[src/rtl/target_generator.sv]
// target_generator: LFSR-driven target source for the guess/compare game with round, score and timeout tracking
module target_generator #(
    parameter logic [7:0] SEED       = 8'hA5,
    parameter int         TIMEOUT    = 20,
    parameter int         MAX_ROUNDS = 10
) (
    input  logic       clk,
    input  logic       reset,
    input  logic       start,
    input  logic [3:0] guess,
    input  logic       guess_valid,
    output logic [3:0] target,
    output logic       target_valid,
    output logic       hit,
    output logic       miss,
    output logic       timeout,
    output logic [3:0] score,
    output logic [3:0] round,
    output logic       busy,
    output logic       done
);
    typedef enum logic [2:0] {IDLE, LOAD, WAIT, SCORE, DONE} state_t;

    // A zero seed would lock the LFSR, so it is replaced by 1
    localparam logic [7:0] SEED_EFF = (SEED == 8'h00) ? 8'h01 : SEED;
    localparam logic [7:0] TMAX     = 8'(TIMEOUT - 1);
    localparam logic [3:0] RMAX     = 4'(MAX_ROUNDS);

    state_t     state;
    logic [7:0] lfsr;
    logic [7:0] timer;
    logic [7:0] lfsr_next;
    logic [3:0] round_next;
    logic       match;
    logic       expired;

    assign lfsr_next  = {lfsr[6:0], lfsr[7] ^ lfsr[5] ^ lfsr[4] ^ lfsr[3]};
    assign round_next = round + 4'd1;
    assign match      = guess_valid && (guess == target);
    assign expired    = (timer == TMAX);

    // Game FSM; every output is a register updated alongside the state
    always_ff @(posedge clk or posedge reset) begin
        if (reset) begin
            state        <= IDLE;
            lfsr         <= SEED_EFF;
            target       <= 4'd0;
            timer        <= 8'd0;
            score        <= 4'd0;
            round        <= 4'd0;
            target_valid <= 1'b0;
            hit          <= 1'b0;
            miss         <= 1'b0;
            timeout      <= 1'b0;
            busy         <= 1'b0;
            done         <= 1'b0;
        end else begin
            hit     <= 1'b0;
            miss    <= 1'b0;
            timeout <= 1'b0;
            case (state)
                IDLE, DONE: begin
                    if (start) begin
                        state <= LOAD;
                        score <= 4'd0;
                        round <= 4'd0;
                        timer <= 8'd0;
                        busy  <= 1'b1;
                        done  <= 1'b0;
                    end
                end
                LOAD: begin
                    lfsr         <= lfsr_next;
                    target       <= lfsr_next[3:0];
                    timer        <= 8'd0;
                    target_valid <= 1'b1;
                    state        <= WAIT;
                end
                WAIT: begin
                    // A hit on the final cycle beats the timeout; a miss there is swallowed by the timeout
                    if (match) begin
                        hit          <= 1'b1;
                        score        <= score + 4'd1;
                        target_valid <= 1'b0;
                        state        <= SCORE;
                    end else if (expired) begin
                        timeout      <= 1'b1;
                        target_valid <= 1'b0;
                        state        <= SCORE;
                    end else begin
                        miss  <= guess_valid;
                        timer <= timer + 8'd1;
                    end
                end
                SCORE: begin
                    round <= round_next;
                    if (round_next == RMAX) begin
                        state <= DONE;
                        busy  <= 1'b0;
                        done  <= 1'b1;
                    end else begin
                        state <= LOAD;
                    end
                end
                default: state <= IDLE;
            endcase
        end
    end
endmodule

[config.mk]
export PLATFORM = sky130hd
export DESIGN_NAME = target_generator
export DESIGN_NICKNAME = d
export VERILOG_FILES = /design/src/rtl/target_generator.sv
export SDC_FILE = /design/constraint.sdc
export NUM_CORES = 1
export LEC_CHECK = 0
export ABC_AREA = 0
export CAP_MARGIN = 5
export CORE_ASPECT_RATIO = 1.25
export CORE_MARGIN = 2
export CORE_UTILIZATION = 57
export CTS_CLUSTER_DIAMETER = 50
export CTS_CLUSTER_SIZE = 20
export DETAILED_ROUTE_END_ITERATION = 12
export GPL_ROUTABILITY_DRIVEN = 0
export GPL_TIMING_DRIVEN = 1
export MAX_ROUTING_LAYER = met4
export PLACE_DENSITY = 0.83
export SETUP_SLACK_MARGIN = 0.5
export SLEW_MARGIN = 20
export SYNTH_ARGS = -nofsm -noshare
export SYNTH_HDL_FRONTEND = slang
export SYNTH_SLANG_ARGS = --single-unit
[constraint.sdc]
create_clock -name clk -period 4.6 [get_ports clk]
set_input_delay 0.69 -clock clk [delete_from_list [all_inputs] [get_ports clk]]
set_output_delay 0.69 -clock clk [all_outputs]
set_load 0.01 [all_outputs]
# Yosys cells after proc, flatten, opt, wreduce, memory -nomap -nowiden
# Index checks and enable logic that the tools add are counted.
# totals
elab_cells	74
out_inout_bits	18
inputBits	8
regBits	37
# classes
reduce_logical	13
n_addsub	3
muxes	30
bitwise	3
eq_ne	13
# op_table
operator	count
2-to-1 mux 8 bit	3
one-hot mux 8 bit (3 select lines)	1
one-hot mux 4 bit (2 select lines)	2
2-to-1 mux 1 bit	14
2-to-1 mux 3 bit	4
one-hot mux 3 bit (4 select lines)	1
inequality test 2 bit, second input constant	5
adder 4 x 1 -> 4 bit, second input constant	2
adder 8 x 1 -> 8 bit, second input constant	1
== test 8 x 5 -> 1 bit, second input constant	1
2-to-1 mux 4 bit	2
== test 3 x 2 -> 1 bit, second input constant	2
one-hot mux 1 bit (2 select lines)	3
AND reduction 2 bit	3
AND reduction 3 bit	2
nonzero test 2 bit	3
== test 4 bit	1
== test 4 bit, second input constant	1
AND reduction 4 bit	1
== test 3 x 1 -> 1 bit, second input constant	1
== test 3 bit, second input constant	1
logical NOT 3 bit	1
inequality test 3 bit, second input constant	1
nonzero test 3 bit	1
other kinds (3)	5

# Logic depth before layout (Yosys ltp)
# Gate-level depths: netlist of the first run.
# logic_depth
word_depth	4
depth_mapped	7
mapped_depth_nobuf	6

# Worst setup path before layout of the first run
# Ideal clock, no wire load.
# synth_path
path_kind	input -> register
from	input guess[0]
to	register score[3]
setup_time_ps	123
required_time_ps	4477
path_buffers	2
path_slack_ps	2689
cell_stages	7
arrival_time_ps	1788
path_cell_list	xor2_1 -> nor3_1 -> and4_4 -> buf_6 -> buf_4 -> nand4_1 -> mux2i_1
# synth_between
elab_chain_len	4
# synth_lines
item	line_no	source
start: declaration	10	input logic [3:0] guess,
== test 4 bit	39	assign match = guess_valid && (guess == target);
logical AND 1 bit	39	
inequality test 2 bit (no line)	--	
AND reduction 3 bit (no line)	--	
end signal: assignment	83	score <= score + 4'd1;
end: declaration	17	output logic [3:0] score,
# No other way between the ends.
# A chain may end at the register's enable or synchronous reset.

# Worst setup path in the final report of the first run
# layout_path
from	register state[0]
to	register timer[3]
# layout_between
elab_chain_len	4
elab_cells_between_ends	11
classes_between	6 x eq/ne; 1 x mux; 4 x reduce/logical
# layout_lines
item	line_no	source
start: declaration	29	state_t state;
start signal: assignment	45	state <= IDLE;
start signal: assignment	64	state <= LOAD;
start signal: assignment	77	state <= WAIT;
== test 3 bit or logical NOT 3 bit (tied branches)	61	case (state)
OR reduction 2 bit	61	
inequality test 2 bit (no line) or nonzero test 3 bit (tied branches)	--	
AND reduction 4 bit (no line)	--	
end signal: assignment	92	timer <= timer + 8'd1;
end: declaration	31	logic [7:0] timer;
# Parallel ways exist; a longest one is shown, timed or not.

==> summary.md, run 1 <==
| Metric | Value |
|---|---|
| Status | `complete, no violations` |
| Num Clock Sinks | `35` |
| Crit Path Max Fanout | `16` |
| Remaining DRCs | `0` |
| Io pins | `26` |
| Int Pwr | `roughly 0.72 mW` |
| Min Hold Slack | `around 500 ps` |
| Synth cell types | `39` |
| Comb power frac | `0.424` |
| Slew Viols, Final | `0` |
| CP Capture Type | `flip-flop` |
| Sw Ratio | `0.3872` |
| # port buffers | `25` |
| Post-synthesis sequential area ratio | `0.4933` |
| Share of the synthesized area in the top cell type | `0.4345` |
| CTS root buf | `clkbuf_4` |
| Postcts setup bufs | `0` |
| Synthesized cell area | `approximately 0.0018 mm²` |
| Critical path class | `flip-flop to flip-flop` |
| Detail-routed via count per cell | `~5.8` |
| Psw | `0.4574 mW` |
| Final hold violation count | `0` |
| H-tree levels | `2` |
| Placement row count | `22` |
| Clk buf depth | `2` |
| RSZ-0062 raised after global routing | `false` |
| 1st-iter DRT viols | `20` |
| Initial Utilization | `0.6006` |
| Pre-CTS setup slack | `2031 ps` |
| Register bit count reported by yosys | `35` |
| Worst min path class | `flip-flop to flip-flop` |
| # resized after CTS | `0` |
| First-pass GRT wire length | `~5700 µm` |
| Max-cap viol count | `0` |
| Total GRT Usage | `0.2296` |
| Setup TNS | `0 ps` |
| Fill count | `approximately 230` |
| Final setup vio count | `0` |
| Worst endpoint data arrival time | `around 2600 ps` |
| Synthesis-to-finish area growth | `16.82%` |
| Vias in the first global route | `between 1000 and 1500` |
| Most common cell after layout, fill and taps aside | `dfrtp_1` |
| Pwr Density | `~570 mW/mm²` |
| # diodes | `0` |
| Die X | `54.06 µm` |
| Final Power | `1.181 mW` |
| Max-Slew Margin vs Limit | `0.5773` |
| Post-DRT Antenna Nets | `0` |
| Most frequent cells in the layout | `dfrtp_1, clkdlybuf4s50_1, nand2_1` |
| Multi-input logic area | `between 800 and 900 µm²` |
| Post-synth top area cell | `dfrtp_1` |
| Setup crit start kind | `flip-flop` |
| Placed cells | `roughly 220` |
| Share of cells above drive strength 1 | `0.1347` |
| Pleak | `about 0.86 nW` |
| Die height | `~67 µm` |
| CTS tree | `done` |
| Hold buffers post-CTS | `0` |
| Hold path depth | `2` |
| Via count | `~1300` |
| Fmax | `roughly 0.44 GHz` |
| CTS clk-pin slew, worst paths | `~110 ps` |
| Pre-Repair DR Iteration Count | `4` |
| Core Footprint | `0.002973 mm²` |
| Data required time at the worst endpoint | `4890 ps` |
| Largest net degree at the start of global routing | `36` |
| Initial antenna violation count | `0` |
| Synthesized area per cell | `~11 µm²` |
| PnR worst setup slack | `2322 ps` |
| Final cell count without fillers | `229` |
| Main area contributors after synthesis | `dfrtp_1, dfstp_2, mux2_2` |
| Crit path time final | `roughly 2300 ps` |
| Synth warn | `0` |
| Clock power frac | `0.141` |
| Clock Latency Late Sink | `350 ps` |
| Worst Tran Pin Value | `about 630 ps` |
| Mapped Nets | `179` |
| Final WL | `approximately 3300 µm` |
| Post-Syn Instances | `167` |
| Total CTS buffers | `5` |
| R2r worst-path depth | `4` |
| Fin crit share | `0.4952` |
| Max Clock Skew | `8.518 ps` |
| Sequential power share | `0.434` |
| Nets@finish | `between 200 and 250` |
| Peak VDD IR | `0.0004904 V` |
| Die area | `between 0.003 and 0.004 mm²` |
| WL/cell | `about 14 µm` |
| HPWL after detailed placement | `between 2000 and 2500 µm` |
| GRT overflow | `0` |
| Register area | `just under 900 µm²` |
cells in the mapped netlist (all sizes together):
master	n
a211oi	2
a21boi	6
a21o	3
a21oi	8
a221oi	1
and2	4
and4	2
buf	6
clkbuf	2
dfrtp	31
dfstp	4
ha	4
inv	8
mux2	6
mux2i	4
nand2	16
nand2b	5
nand3	7
nand4	3
nor2	6
nor2b	1
nor3	2
nor3b	1
nor4bb	1
o21a	3
o21ai	8
o22ai	1
o31ai	7
o41ai	1
or4	6
xnor2	3
xor2	5
kinds of logic (layout without fill, tap and decap cells):
| logic type | after synthesis | count (layout) | synth area share |
|---|---|---|---|
| DFF | 35 | 35 | 0.4933 |
| and+or+nand+nor | 54 | 54 | 0.1766 |
| buffers and inverters | 16 | 42 | 0.05046 |
| muxes | 10 | 10 | 0.06026 |
| xor gates and xnor gates | 8 | 8 | 0.03924 |
| AOI/OAI and AO/OA | 40 | 40 | 0.1521 |
| adders and majority gates | 4 | 4 | 0.02803 |
layout make-up:
type                            instances  area share
Sequential cell                        35      0.4223
Clock inverter                          3    0.009598
Inverter                                8     0.01440
Timing Repair Buffer                   26      0.1236
Clock buffer                            5     0.01800
Tap cell                               36     0.02160
Multi-Input combinational cell        116      0.3905
state kept, by name, indices dropped and copies added (netlist names):
| register | flops |
|---|---|
| lfsr | 7 |
| round | 4 |
| done | 1 |
| miss | 1 |
| timer | 8 |
| target | 3 |
| timeout | 1 |
| score | 4 |
| state | 3 |
| busy | 1 |
| hit | 1 |
| target_valid | 1 |
layer usage:
layer / routed length [µm] / part of all wire / GRT usage / up-vias
met3: 114 / 0.034 / 0.07175 / 9
met5: 0 / 0 / - / -
li1: - / - / - / 646
met2: 1814 / 0.55 / 0.3674 / 22
met1: 1313 / 0.40 / 0.2646 / 662
met4: 68 / 0.021 / 0.09375 / 0
critical path: stages (launching register included):
cell and delay [ps]:
dfrtp_1 540, nor3b_4 620, o22ai_2 330, or4_1 570
a21boi_1 160
per-stage QoR:
stage | instance area (µm²) | utilization
after floorplan | 1785 | -
after global placement | 2028 | 0.6822
after detailed placement | 2028 | 0.6822
after CTS | 2086 | 0.7016
after global routing | 2086 | 0.7016
final | 2086 | 0.7016
final timing paths:
check	from	end	slack, ps
setup / recovery	state[0]	timer[3]	2320
hold / removal	lfsr[2]	lfsr[2]	500
setup reg to reg	state[0]	timer[3]	2320
hold reg to reg	lfsr[2]	lfsr[2]	500
max in group asynchronous	reset	lfsr[7]	3540
min in group asynchronous	reset	timer[4]	710
power by group through the flow:
stage	Clock (mW)	Sequential, mW	Combinational [mW]
2_1_floorplan	0	0.503	0.380
3_3_place_gp	0	0.512	0.480
3_5_place_dp	0	0.520	0.502
4_1_cts	0.174	0.514	0.505
5_1_grt	0.184	0.532	0.564
6_report	0.167	0.513	0.501
(Power assumes the default switching activity.)
==> inputs of run 2 (changes only) <==
--- a/config.mk
+++ b/config.mk
@@ -9,14 +9,14 @@
 export CAP_MARGIN = 5
 export CORE_ASPECT_RATIO = 1.25
 export CORE_MARGIN = 2
-export CORE_UTILIZATION = 57
+export CORE_UTILIZATION = 48
 export CTS_CLUSTER_DIAMETER = 50
 export CTS_CLUSTER_SIZE = 20
 export DETAILED_ROUTE_END_ITERATION = 12
 export GPL_ROUTABILITY_DRIVEN = 0
 export GPL_TIMING_DRIVEN = 1
 export MAX_ROUTING_LAYER = met4
-export PLACE_DENSITY = 0.83
+export PLACE_DENSITY = 0.75
 export SETUP_SLACK_MARGIN = 0.5
 export SLEW_MARGIN = 20
 export SYNTH_ARGS = -nofsm -noshare
==> constraint.sdc (replaced) <==
create_clock -name clk -period 1.9 [get_ports clk]
set_input_delay 0.285 -clock clk [delete_from_list [all_inputs] [get_ports clk]]
set_output_delay 0.285 -clock clk [all_outputs]
set_load 0.01 [all_outputs]
==> summary.md, run 2 (synthesis results as in run 1) <==
| Metric | Value |
|---|---|
| Status | `complete, no violations` |
| Initial antenna violation count | `0` |
| Clk buf depth | `2` |
| Pwr Density | `1496 mW/mm²` |
| HPWL after detailed placement | `~2600 µm` |
| Remaining DRCs | `0` |
| Fmax | `0.5691 GHz` |
| Vias in the first global route | `1601` |
| Data required time at the worst endpoint | `about 2100 ps` |
| RSZ-0062 raised after global routing | `true` |
| Max-cap viol count | `0` |
| Max incr delay on CP | `about 470 ps` |
| Critical path's slowest cell | `dfrtp_2` |
| Top reg by flops | `timer` |
| Setup crit start kind | `flip-flop` |
| Final hold violation count | `0` |
| Pre-Repair DR Iteration Count | `5` |
| Final setup vio count | `0` |
| R2r endpoint | `timer[2]` |
| Die area | `between 0.004 and 0.005 mm²` |
| Die X | `58.55 µm` |
| Critical path class | `flip-flop to flip-flop` |
| # port buffers | `25` |
| Placed cells | `~240` |
| First-pass GRT wire length | `slightly above 7000 µm` |
| Pre-CTS setup slack | `-91.71 ps` |
| Peak VDD IR | `0.001183 V` |
| Placement row count | `24` |
| Min Hold Slack | `391.9 ps` |
| Most common cell after layout, fill and taps aside | `buf_4` |
| Die height | `between 70 and 80 µm` |
| Largest net degree at the start of global routing | `36` |
| Multi-input logic area | `~0.0011 mm²` |
| Slew Viols, Final | `0` |
| Worst min path class | `input pin to asynchronous set/reset pin` |
| Clock Latency Late Sink | `between 200 and 300 ps` |
| Largest regs | `timer: 8 flops, lfsr: 7 flops` |
| Total GRT Usage | `0.2314` |
| Max Clock Skew | `between 7 and 8 ps` |
| Worst endpoint data arrival time | `1980 ps` |
| PnR worst setup slack | `about 140 ps` |
| CP Capture Type | `flip-flop` |
| # diodes | `0` |
| Final Power | `~4.0 mW` |
| Setup TNS | `0 ps` |
| Post-DRT Antenna Nets | `0` |
| Total CTS buffers | `5` |
| H-tree levels | `2` |
| RR Startpoint | `state[1]` |
| R2r worst-path depth | `5` |
| Fin crit share | `0.9249` |
| Via count | `roughly 1700` |
| 1st-iter DRT viols | `about 100` |
| CTS clk-pin slew, worst paths | `roughly 80 ps` |
| Synthesis-to-finish area growth | `48.98%` |
| Pleak | `around 1.2 nW` |
| Max-Slew Margin vs Limit | `0.6993` |
| Max FFs per register | `8` |
| Most frequent cells in the layout | `buf_4, dfrtp_1, dlygate4sd2_1` |
| Num Clock Sinks | `35` |
| CTS tree | `done` |
| Detail-routed via count per cell | `about 6` |
| Dpl cell area | `0.002145 mm²` |
| Final cell count without fillers | `between 200 and 300` |
| Io pins | `26` |
| Crit Path Max Fanout | `6` |
| Initial Utilization | `0.5082` |
| GRT overflow | `0` |
| WL/cell | `around 18 µm` |
| CP cell instances | `nand2b_4, a21oi_4, o22ai_4, or4_4, a21boi_2` |
| Share of cells above drive strength 1 | `0.4359` |
| Worst Tran Pin Value | `approximately 450 ps` |
| CTS root buf | `clkbuf_8` |
| Fill count | `about 220` |
| Crit path time final | `roughly 1800 ps` |
| Final core occ | `0.7571` |
| Design Area, Final | `0.002660 mm²` |
| Register area | `between 800 and 900 µm²` |
| Final WL | `about 4800 µm` |
| Core Footprint | `roughly 0.0035 mm²` |
| Nets@finish | `roughly 250` |
| Worst reg2reg setup slack | `about 140 ps` |
[run 2: final cells by class]
type / count / share of cell area
Clock buffer: 6 / 0.02728
Sequential cell: 35 / 0.3340
Clock inverter: 2 / 0.004704
Timing Repair Buffer: 63 / 0.2070
Tap cell: 39 / 0.01834
Multi-Input combinational cell: 120 / 0.3975
Inverter: 8 / 0.01129
[run 2: power breakdown]
group	switching, mW	internal, mW	total [mW]
logic	1.03	1.18	2.21
registers	0.221	1.00	1.22
clock network	0.287	0.256	0.543
[run 2: routing by layer]
| layer | part of all wire | global-route usage | up-vias |
|---|---|---|---|
| li1 | - | - | 745 |
| met2 | 0.53 | 0.4045 | 80 |
| met4 | 0.038 | 0.09302 | 0 |
| met3 | 0.054 | 0.05882 | 24 |
| met5 | 0 | - | - |
| met1 | 0.38 | 0.2450 | 820 |
[run 2: how the worst max path moves through the flow]
stage,start,to,depth (start not counted)
final,state[1],timer[2],5
after global routing,state[1],timer[2],5
after CTS,state[1],timer[2],5
after detailed placement,start,timer[5],6
after global placement,start,timer[5],6
after floorplan,timer[1],timer[7],7
[run 2: critical path: cells and delay by family (launching register included)]
kind,cells,cell delay (ps)
flops,1,470
simple gates,2,640
compound gates,3,580
[run 2: repair_timing]
item | 4_1_cts | 5_1_grt
pin swaps | 18 | 16
endpoints found under the setup margin | 44 | 28
hold buffers | 0 | 0
endpoints found under the hold margin | 0 | 0
cloned | 4 | 1
buffers inserted | 16 | 8
resized for setup | 48 | 29
==> inputs of run 3 (changes only) <==
--- a/config.mk
+++ b/config.mk
@@ -15,6 +15,7 @@
 export DETAILED_ROUTE_END_ITERATION = 12
 export GPL_ROUTABILITY_DRIVEN = 0
 export GPL_TIMING_DRIVEN = 1
+export HOLD_SLACK_MARGIN = 0.06
 export MAX_ROUTING_LAYER = met4
 export PLACE_DENSITY = 0.75
 export SETUP_SLACK_MARGIN = 0.5
==> results of run 3 <==
The final DEF is identical to that of run 2; final timing and power are the same.
